File: src/rtl/interrupt_dispatcher.sv
// -----------------------------------------------------------------------------
// interrupt_dispatcher
//
// Sequences processor entry into and exit from interrupt handlers. A decided
// interrupt is latched, held until the processor reaches an instruction
// boundary, then the live processor state is pushed on a LIFO nesting stack,
// the controller gets a start acknowledge, the processor state is overwritten
// (gie cleared, current ID/priority replaced) and the vector address is
// presented. A return-from-interrupt pops the stack, restores the saved
// state and issues the end acknowledge.
//
// Optional feature macro: INT_DISPATCH_STATS_EN
//   When defined, adds o_dispatch_count (saturating count of handler entries)
//   and o_max_depth (high-water mark of o_nest_depth).
//
// Ports:
//   clk, rst_n           clock (rising edge), asynchronous active-low reset
//   i_irq_valid          decided interrupt pending
//   i_irq_id/_priority   pending interrupt ID and priority
//   i_ivt_addr           vector address for i_irq_id
//   i_p_state_in         live processor state: [0] gie, [5:1] ID, [8:6] priority
//   i_fetch_ready        processor at an instruction boundary
//   i_reti               one-cycle pulse: return-from-interrupt executed
//   o_ack_start(_id)     start acknowledge to the controller
//   o_ack_end(_id)       end acknowledge to the controller
//   o_p_state_load/_out  processor state overwrite strobe and value
//   o_vector_valid/_addr fetch redirect
//   o_nest_depth         current nesting level
//   o_busy               dispatcher not idle
//   o_stack_full         nesting stack full, new interrupts held off
//   o_reti_err           pulse: return seen with nothing on the stack
// -----------------------------------------------------------------------------
module interrupt_dispatcher #(
  parameter int ID_W   = 5,
  parameter int PRI_W  = 3,
  parameter int ADDR_W = 28,
  parameter int DEPTH  = 4
) (
  input  logic                         clk,
  input  logic                         rst_n,
  input  logic                         i_irq_valid,
  input  logic [ID_W-1:0]              i_irq_id,
  input  logic [PRI_W-1:0]             i_irq_priority,
  input  logic [ADDR_W-1:0]            i_ivt_addr,
  input  logic [31:0]                  i_p_state_in,
  input  logic                         i_fetch_ready,
  input  logic                         i_reti,
  output logic                         o_ack_start,
  output logic [ID_W-1:0]              o_ack_start_id,
  output logic                         o_ack_end,
  output logic [ID_W-1:0]              o_ack_end_id,
  output logic                         o_p_state_load,
  output logic [31:0]                  o_p_state_out,
  output logic                         o_vector_valid,
  output logic [ADDR_W-1:0]            o_vector_addr,
  output logic [$clog2(DEPTH+1)-1:0]   o_nest_depth,
  output logic                         o_busy,
  output logic                         o_stack_full,
  output logic                         o_reti_err
`ifdef INT_DISPATCH_STATS_EN
  ,
  output logic [15:0]                  o_dispatch_count,
  output logic [$clog2(DEPTH+1)-1:0]   o_max_depth
`endif
);

  localparam int DW    = $clog2(DEPTH + 1);
  localparam int IW    = (DEPTH > 1) ? $clog2(DEPTH) : 1;
  localparam int LOW_W = 1 + ID_W + PRI_W;   // gie + ID + priority field
  localparam logic [DW-1:0] DEPTH_D = DW'(DEPTH);
  localparam logic [DW-1:0] ZERO_D  = DW'(0);
  localparam logic [DW-1:0] ONE_D   = DW'(1);
  localparam logic [IW-1:0] ONE_I   = IW'(1);

  typedef enum logic [2:0] {
    S_IDLE   = 3'd0,
    S_ARM    = 3'd1,
    S_ENTER  = 3'd2,
    S_VECTOR = 3'd3,
    S_EXIT   = 3'd4
  } state_t;

  state_t              r_state;
  state_t              w_next;
  logic [DW-1:0]       r_depth;
  logic                r_reti_pend;
  logic [ID_W-1:0]     r_lat_id;
  logic [PRI_W-1:0]    r_lat_pri;
  logic [ADDR_W-1:0]   r_lat_addr;
  logic [31:0]         r_save_state;
  logic [31:0]         r_stk_state [DEPTH];
  logic [ID_W-1:0]     r_stk_id    [DEPTH];

  logic                r_ack_start;
  logic [ID_W-1:0]     r_ack_start_id;
  logic                r_ack_end;
  logic [ID_W-1:0]     r_ack_end_id;
  logic                r_p_state_load;
  logic [31:0]         r_p_state_out;
  logic                r_vector_valid;
  logic [ADDR_W-1:0]   r_vector_addr;
  logic                r_reti_err;

  logic                w_reti_eff;
  logic                w_full;
  logic                w_accept;
  logic                w_err;
  logic                w_go_enter;
  logic                w_go_exit;
  logic                w_go_vector;
  logic [IW-1:0]       w_top_idx;
  logic [IW-1:0]       w_push_idx;
  logic [31:0]         w_pso_enter;

  // A return seen while busy is remembered and serviced on the next idle cycle.
  assign w_reti_eff  = i_reti | r_reti_pend;
  assign w_full      = (r_depth == DEPTH_D);
  // Low IW bits of depth-1 equal (low IW bits of depth)-1 modulo 2^IW.
  assign w_top_idx   = r_depth[IW-1:0] - ONE_I;
  assign w_push_idx  = r_depth[IW-1:0];
  assign w_pso_enter = {i_p_state_in[31:LOW_W], r_lat_pri, r_lat_id, 1'b0};

  // Next-state decode; a return beats a new interrupt in the same idle cycle.
  always_comb begin
    w_next   = r_state;
    w_accept = 1'b0;
    w_err    = 1'b0;
    case (r_state)
      S_IDLE: begin
        if (w_reti_eff) begin
          if (r_depth != ZERO_D) begin
            w_next = S_EXIT;
          end else begin
            w_err = 1'b1;
          end
        end else if (i_irq_valid && !w_full) begin
          w_next   = S_ARM;
          w_accept = 1'b1;
        end else begin
          w_next = S_IDLE;
        end
      end
      S_ARM: begin
        if (!i_irq_valid) begin
          w_next = S_IDLE;
        end else if (i_fetch_ready) begin
          w_next = S_ENTER;
        end else begin
          w_next = S_ARM;
        end
      end
      S_ENTER:  w_next = S_VECTOR;
      S_VECTOR: w_next = S_IDLE;
      S_EXIT:   w_next = S_IDLE;
      default:  w_next = S_IDLE;
    endcase
  end

  assign w_go_enter  = (w_next == S_ENTER);
  assign w_go_exit   = (w_next == S_EXIT);
  assign w_go_vector = (w_next == S_VECTOR);

  // State register, nesting depth, pending-return flag and request latches.
  always_ff @(posedge clk or negedge rst_n) begin
    if (!rst_n) begin
      r_state      <= S_IDLE;
      r_depth      <= ZERO_D;
      r_reti_pend  <= 1'b0;
      r_lat_id     <= {ID_W{1'b0}};
      r_lat_pri    <= {PRI_W{1'b0}};
      r_lat_addr   <= {ADDR_W{1'b0}};
      r_save_state <= 32'h0000_0000;
    end else begin
      r_state <= w_next;
      if (r_state == S_IDLE) begin
        r_reti_pend <= 1'b0;
      end else if (i_reti) begin
        r_reti_pend <= 1'b1;
      end
      if (w_accept) begin
        r_lat_id   <= i_irq_id;
        r_lat_pri  <= i_irq_priority;
        r_lat_addr <= i_ivt_addr;
      end
      // The state pushed is the one also used to build the ENTER overwrite.
      if (w_go_enter) begin
        r_save_state <= i_p_state_in;
      end
      if (r_state == S_ENTER) begin
        r_depth <= r_depth + ONE_D;
      end else if (r_state == S_EXIT) begin
        r_depth <= r_depth - ONE_D;
      end
    end
  end

  // Nesting stack storage; contents are meaningless above the current depth.
  always_ff @(posedge clk) begin
    if (r_state == S_ENTER) begin
      r_stk_state[w_push_idx] <= r_save_state;
      r_stk_id[w_push_idx]    <= r_lat_id;
    end
  end

  // Registered strobes and payloads, set on the edge that enters each state.
  always_ff @(posedge clk or negedge rst_n) begin
    if (!rst_n) begin
      r_ack_start    <= 1'b0;
      r_ack_start_id <= {ID_W{1'b0}};
      r_ack_end      <= 1'b0;
      r_ack_end_id   <= {ID_W{1'b0}};
      r_p_state_load <= 1'b0;
      r_p_state_out  <= 32'h0000_0000;
      r_vector_valid <= 1'b0;
      r_vector_addr  <= {ADDR_W{1'b0}};
      r_reti_err     <= 1'b0;
    end else begin
      r_ack_start    <= w_go_enter;
      r_ack_end      <= w_go_exit;
      r_p_state_load <= w_go_enter | w_go_exit;
      r_vector_valid <= w_go_vector;
      r_reti_err     <= w_err;
      if (w_go_enter) begin
        r_ack_start_id <= r_lat_id;
        r_p_state_out  <= w_pso_enter;
      end else if (w_go_exit) begin
        r_ack_end_id  <= r_stk_id[w_top_idx];
        r_p_state_out <= r_stk_state[w_top_idx];
      end
      if (w_go_vector) begin
        r_vector_addr <= r_lat_addr;
      end
    end
  end

`ifdef INT_DISPATCH_STATS_EN
  logic [15:0]   r_dispatch_count;
  logic [DW-1:0] r_max_depth;

  // Saturating entry counter and nesting high-water mark.
  always_ff @(posedge clk or negedge rst_n) begin
    if (!rst_n) begin
      r_dispatch_count <= 16'h0000;
      r_max_depth      <= ZERO_D;
    end else begin
      if ((r_state == S_ENTER) && (r_dispatch_count != 16'hFFFF)) begin
        r_dispatch_count <= r_dispatch_count + 16'h0001;
      end
      if (r_depth > r_max_depth) begin
        r_max_depth <= r_depth;
      end
    end
  end

  assign o_dispatch_count = r_dispatch_count;
  assign o_max_depth      = r_max_depth;
`endif

  assign o_ack_start    = r_ack_start;
  assign o_ack_start_id = r_ack_start_id;
  assign o_ack_end      = r_ack_end;
  assign o_ack_end_id   = r_ack_end_id;
  assign o_p_state_load = r_p_state_load;
  assign o_p_state_out  = r_p_state_out;
  assign o_vector_valid = r_vector_valid;
  assign o_vector_addr  = r_vector_addr;
  assign o_nest_depth   = r_depth;
  assign o_busy         = (r_state != S_IDLE);
  assign o_stack_full   = w_full;
  assign o_reti_err     = r_reti_err;

endmodule

File: config.mk
export PLATFORM = sky130hd
export DESIGN_NAME = interrupt_dispatcher
export DESIGN_NICKNAME = d
export VERILOG_FILES = /design/src/rtl/interrupt_dispatcher.sv
export SDC_FILE = /design/constraint.sdc
export NUM_CORES = 1
export LEC_CHECK = 0
export ABC_AREA = 1
export CELL_PAD_IN_SITES_DETAIL_PLACEMENT = 0
export CELL_PAD_IN_SITES_GLOBAL_PLACEMENT = 2
export CORE_MARGIN = 2
export CORE_UTILIZATION = 38
export CTS_CLUSTER_SIZE = 14
export DETAILED_ROUTE_END_ITERATION = 10
export GPL_ROUTABILITY_DRIVEN = 0
export PLACE_DENSITY = 0.82
export REMOVE_ABC_BUFFERS = 1
export SLEW_MARGIN = 30
export SYNTH_ARGS = -nofsm -noshare
export SYNTH_HDL_FRONTEND = slang
export SYNTH_SLANG_ARGS = --single-unit
File: constraint.sdc
create_clock -name clk -period 8 [get_ports clk]
set_input_delay 0.8 -clock clk [delete_from_list [all_inputs] [get_ports clk]]
set_output_delay 0.8 -clock clk [all_outputs]
set_load 0.05 [all_outputs]
-- Word level (Yosys, flattened, before mapping)
Memories as Yosys holds them, arrays and structs flattened. A register that Yosys moved wholly into a read port is not among the register bits.
Index checks and enable logic that the tools add are counted.
- register bits after elaboration: 145
- latch bits: 0
- bits in writable memories: 148
- ROM bits: 0
- bits of input ports: 73
- output and inout port bits: 80
- word-level logic and storage cells: 60
- memories kept: 2
- add/subtract/negate cells: 3
- multipliers: 0
- divide/modulo/power cells: 0
- magnitude comparators: 0
- equal/unequal tests: 7
- shift operators: 0
- mux-type cells: 20
- bitwise gates (word level): 3
- reductions and logical operators: 10
- memory list (memory ; words ; width ; read ports ; clocked after memory_dff ; write ports ; line ; text):
    r_stk_state ; 4 ; 32 ; 1 ; 0 ; 1 ; 91 ; logic [31:0] r_stk_state [DEPTH];
    r_stk_id ; 4 ; 5 ; 1 ; 1 ; 1 ; 92 ; logic [ID_W-1:0] r_stk_id [DEPTH];
- operators by type and width (operator ; number):
    32-bit 2-to-1 mux ; 2
    3-bit 2-to-1 mux ; 4
    1-bit 2-to-1 mux ; 11
    3-bit by 2-bit == test with 1-bit output (second input constant) ; 3
    3-bit == test (second input constant) ; 3
    3-bit one-hot mux with 3 select lines ; 1
    2-bit nonzero test ; 3
    3-bit nonzero test ; 2
    2-bit 2-to-1 mux ; 2
    3-bit by 1-bit adder with 3-bit output (second input constant) ; 1
    3-bit by 1-bit == test with 1-bit output (second input constant) ; 1
    3-bit logical NOT ; 1
    3-bit by 1-bit subtractor with 3-bit output (second input constant) ; 1
    1-bit logical NOT ; 2
    1-bit OR ; 2
    2-bit AND reduction ; 1
    2-bit by 1-bit subtractor with 2-bit output (second input constant) ; 1
    1-bit logical AND ; 1
    1-bit inverter ; 1

-- Depth between registers and ports, before layout
- depth after elaboration: 9
- gate-level depth with buffers: 14
- gate-level depth less buffers: 10

-- Least setup slack after synthesis
OpenSTA, ideal clock, no wires.
- kind: register -> register
- start point: reg r_depth[0], in the netlist o_nest_depth[0]
- end point: mem r_stk_id[0][0], enable pin
- library setup time: 0.431 ns
- data arrival time: 2.979 ns
- path slack: 4.589 ns
- stages on the path, launching flop included: 7
- path buffers: 2
- cell sequence: dfrtp_1 -> inv_1 -> buf_2 -> buf_2 -> ha_1 -> inv_1 -> nor2_1
- RTL lines (element ; line ; text):
    start, declared ; 85 ; logic [DW-1:0] r_depth;
    start signal, assigned ; 190 ; r_depth <= r_depth + ONE_D;
    start signal, assigned ; 192 ; r_depth <= r_depth - ONE_D;
    end, declared ; 92 ;
Straight into the memory's write port.

-- Final worst setup path
- start point: reg r_depth[0], in the netlist o_nest_depth[0]
- end point: out o_stack_full
- word-level cells in the longest chain between the ends: 1
- ends and longest elaborated chain (element ; line ; text):
    3-bit == test ; 117 ; assign w_full = (r_depth == DEPTH_D);
    end, declared ; 58 ; output logic o_stack_full,
No other way between the ends.

==> impl_results.md <==
- Result of the run: finished clean
- TritonCTS clock tree: done
- CP Data Arrival Time: between 2 and 2.5 ns
- Crit. End Element: output pin
- Avg Inst Size Synth: 9.735 um^2
- Inserted Diodes: 0
- Number of setup buffers added after CTS: 0
- RSZ-0062 raised after global routing: no
- Total non-filler cell area in the finished layout: 15,060 um^2
- Number of warning messages in the yosys log: 0
- Total wire length: approximately 28,000 um
- First-pass detailed-route iteration total: 4
- Number of antenna violations at the first check in global routing: 0
- Routed Antenna Nets: 0
- CTS buffer count: 34
- Post-CTS resize count: 0
- Seq/Total Area, Yosys: 67.85%
- Global-route congestion overflow total: 0
- I/O Pins: 153
- Fraction of power spent switching nets: 40.82%
- Distinct cell type count of the synthesized netlist: 26
- Sort of element at the start of the critical path: flip-flop
- Area of the core: between 30,000 and 40,000 um^2
- TritonCTS sink count: ~300
- Fmax: 0.3115 GHz
- Maximum root-to-sink buffer count: 3
- Area Growth Syn to Fin: 24.64%
- Number of setup violations in the final report: 0
- Maximum fanout count along the critical path: 16
- Synthesized flop and latch total: between 200 and 300
- Net Switching: about 2.6 mW
- Internal power: around 3.8 mW
- Transition time of the tightest slew-check pin: 0.9220 ns
- Total routing usage reported by global routing: 17.53%
- Via count: roughly 8,300
- Maximum resistive drop on vdd: 0.2407 mV
- Max-cap violations: 0
- DRT iter0 DRCs: around 340
- Period minus WS final: between 3 and 4 ns
- Overall die width: about 180 um
- Post-Syn Area: 12,080 um^2
- Clock share of power: 23.2%
- Nets: 1,465
- Sequential share of power: 37.3%
- Worst hold slack: between 0.3 and 0.4 ns
- Starting utilization of the core area: 38.49%
- Post-detailed-placement cell area: 13,970 um^2
- Critical path required time: between 7 and 8 ns
- Mean routed wirelength per cell: around 16 um
- Total of fill cells in the finished design: 2,928
- Number of hold-repair buffers added at the cts stage: 0
- Final hold violation count: 0
- Max Clock Skew: 0.009563 ns
- Start-to-end type of the worst setup path: reg -> out
- DR vias/cell: approximately 4.6
- Die footprint: 33,240 um^2
- Final worst slack: 4.790 ns
- Final standard cell utilization of the core: 47.97%
- Max_slew headroom: about 39%
- Depth of the CTS H-tree: 2
- Accumulated negative setup slack: 0 ns
- Static leakage: 7.178 nW
- Final period utilization: 40.13%
- Slew Limit Fails: 0
- Number of global-route vias before repair: 8,288
- Die H: 182.3 um
- Number of remaining DRC errors: 0
- Clock transition at the registers of the reported paths: 0.06 ns
- First-pass GRT wire length: 45,670 um
- Cell row count: 65
- Placement-stage worst setup slack: 4.359 ns
- Pin count of the biggest net entering global routing: 77
- Comb power frac: 39.6%
- PortBufs: 152
- Total power density per cell area: 423.4 nW/um^2
- Clock tree root driver cell: sky130_fd_sc_hd__clkbuf_16
- Skew-Pair Late Insertion Delay: 0.50 ns
- Cells after Synth: 1,241
- Worst hold path type: in -> async
- Total half-perimeter wirelength after legalization and detailed placement: 16,190 um
- Share of final-layout standard cells stronger than drive strength 1: 5.524%
[final cells by class]
| class | instances | area (um^2) | share of cell area [%] |
|---|---|---|---|
| clock inverters | 9 | 65.06 | 0.4321 |
| clock buffers | 52 | 1002 | 6.656 |
| inverters | 166 | 623.1 | 4.138 |
| well taps | 402 | 503.0 | 3.340 |
| repair buffers | 164 | 1629 | 10.82 |
| multi-input cells | 723 | 3037 | 20.17 |
| flip-flops and latches | 298 | 8199 | 54.45 |
[metal layers]
layer	share of wire, %	GRT usage, %
met3	7.3	4.869
met1	45	23.36
met2	46	28.35
met4	2.0	4.742
met5	0	0
[cell usage after synthesis]
cell	n	share of area, %
sky130_fd_sc_hd__nand2_1	547	17
sky130_fd_sc_hd__inv_1	163	5.1
sky130_fd_sc_hd__dfrtp_1	150	31
sky130_fd_sc_hd__edfxtp_1	148	37
sky130_fd_sc_hd__nand3_1	64	2.7
sky130_fd_sc_hd__o21ai_0	54	2.2
sky130_fd_sc_hd__nor2_1	28	0.87
sky130_fd_sc_hd__clkbuf_1	26	0.81
sky130_fd_sc_hd__buf_2	22	0.91
sky130_fd_sc_hd__o22ai_1	6	0.31
sky130_fd_sc_hd__ha_1	4	0.41
sky130_fd_sc_hd__o21ai_1	4	0.17
sky130_fd_sc_hd__buf_6	3	0.28
sky130_fd_sc_hd__inv_2	3	0.093
sky130_fd_sc_hd__nor2_2	3	0.16
sky130_fd_sc_hd__buf_1	2	0.062
sky130_fd_sc_hd__nand2_2	2	0.10
sky130_fd_sc_hd__nand4_1	2	0.10
sky130_fd_sc_hd__nor2_4	2	0.19
sky130_fd_sc_hd__nor3_1	2	0.083
sky130_fd_sc_hd__buf_4	1	0.062
sky130_fd_sc_hd__fa_1	1	0.17
sky130_fd_sc_hd__nand2_4	1	0.093
sky130_fd_sc_hd__nand4_4	1	0.18
sky130_fd_sc_hd__nor3_2	1	0.083
sky130_fd_sc_hd__xor2_1	1	0.073
[cells by family (layout without fill, tap and decap cells)]
logic type / count (synthesis) / count (layout) / synth area share [%]
buffers and inverters: 220 / 391 / 7.281
flip-flops: 298 / 298 / 67.85
AND/OR/NAND/NOR: 653 / 653 / 21.50
XOR/XNOR: 1 / 1 / 0.07251
adder cells (fa/ha/maj): 5 / 5 / 0.5800
AO/OA/AOI/OAI: 64 / 64 / 2.713
[stage by stage]
stage	total power [mW]	cells
2_1_floorplan	4.037	1187
3_3_place_gp	4.942	1752
3_5_place_dp	4.974	1752
4_1_cts	6.486	1813
5_1_grt	6.854	1814
6_report	6.375	1814
[worst max-delay path: stages (launching register included)]
cell,delay [ns]
sky130_fd_sc_hd__dfrtp_2,0.57
sky130_fd_sc_hd__inv_2,0.13
sky130_fd_sc_hd__ha_2,0.18
sky130_fd_sc_hd__nand2_1,0.12
sky130_fd_sc_hd__inv_1,0.09
sky130_fd_sc_hd__clkdlybuf4s50_1,0.81
[path summary, 6_finish.rpt]
check / slack, ns / from / end / cells past startpoint
max in group asynchronous: 6.47 / rst_n / o_nest_depth[0] / 2
max reg2reg: 4.98 / o_nest_depth[0] / o_p_state_out[2] / 9
min in group clk: 0.46 / r_lat_addr[4] / o_vector_addr[4] / 2
min: 0.31 / rst_n / r_lat_addr[23] / 1
max: 4.79 / o_nest_depth[0] / o_stack_full / 5
min reg2reg: 0.46 / r_lat_addr[4] / o_vector_addr[4] / 2
[cells in the final DEF, fill, tap and decap left out, types with 2 or more instances in the layout]
| master | n |
|---|---|
| sky130_fd_sc_hd__o21ai_1 | 4 |
| sky130_fd_sc_hd__ha_1 | 3 |
| sky130_fd_sc_hd__nor2_2 | 3 |
| sky130_fd_sc_hd__clkinv_2 | 4 |
| sky130_fd_sc_hd__clkdlybuf4s50_1 | 151 |
| sky130_fd_sc_hd__clkbuf_8 | 2 |
| sky130_fd_sc_hd__inv_2 | 5 |
| sky130_fd_sc_hd__clkinv_1 | 4 |
| sky130_fd_sc_hd__nor3_1 | 2 |
| sky130_fd_sc_hd__buf_4 | 10 |
| sky130_fd_sc_hd__o21ai_0 | 54 |
| sky130_fd_sc_hd__nor2_1 | 24 |
| sky130_fd_sc_hd__buf_6 | 2 |
| sky130_fd_sc_hd__edfxtp_1 | 148 |
| sky130_fd_sc_hd__clkbuf_1 | 13 |
| sky130_fd_sc_hd__nand3_1 | 64 |
| sky130_fd_sc_hd__nand2_1 | 547 |
| sky130_fd_sc_hd__dfrtp_1 | 149 |
| sky130_fd_sc_hd__nor2_4 | 6 |
| sky130_fd_sc_hd__nand4_1 | 2 |
| sky130_fd_sc_hd__clkbuf_16 | 37 |
| sky130_fd_sc_hd__nand2_2 | 2 |
| sky130_fd_sc_hd__o22ai_1 | 6 |
| sky130_fd_sc_hd__inv_1 | 161 |
[power groups by stage]
stage / combinational (mW) / clock [mW] / sequential, mW
6_report: 2.52 / 1.48 / 2.37
5_1_grt: 2.83 / 1.59 / 2.43
4_1_cts: 2.58 / 1.53 / 2.38
3_5_place_dp: 2.57 / 0 / 2.41
3_3_place_gp: 2.54 / 0 / 2.40
2_1_floorplan: 1.11 / 0 / 2.93
[state kept, by name, indices dropped and copies added (netlist names)]
register and count:
r_save_state 32, r_lat_id 5, o_vector_addr 28, r_reti_pend 1
o_ack_end 1, o_p_state_load 1, o_reti_err 1, r_state 3
r_lat_addr 28, o_p_state_out 32, o_vector_valid 1, o_nest_depth 3
r_stk_id 20, o_ack_start_id 5, o_ack_start 1, r_lat_pri 3
o_ack_end_id 5, r_stk_state 128
Note: power is estimated with default switching activity, not from simulation.
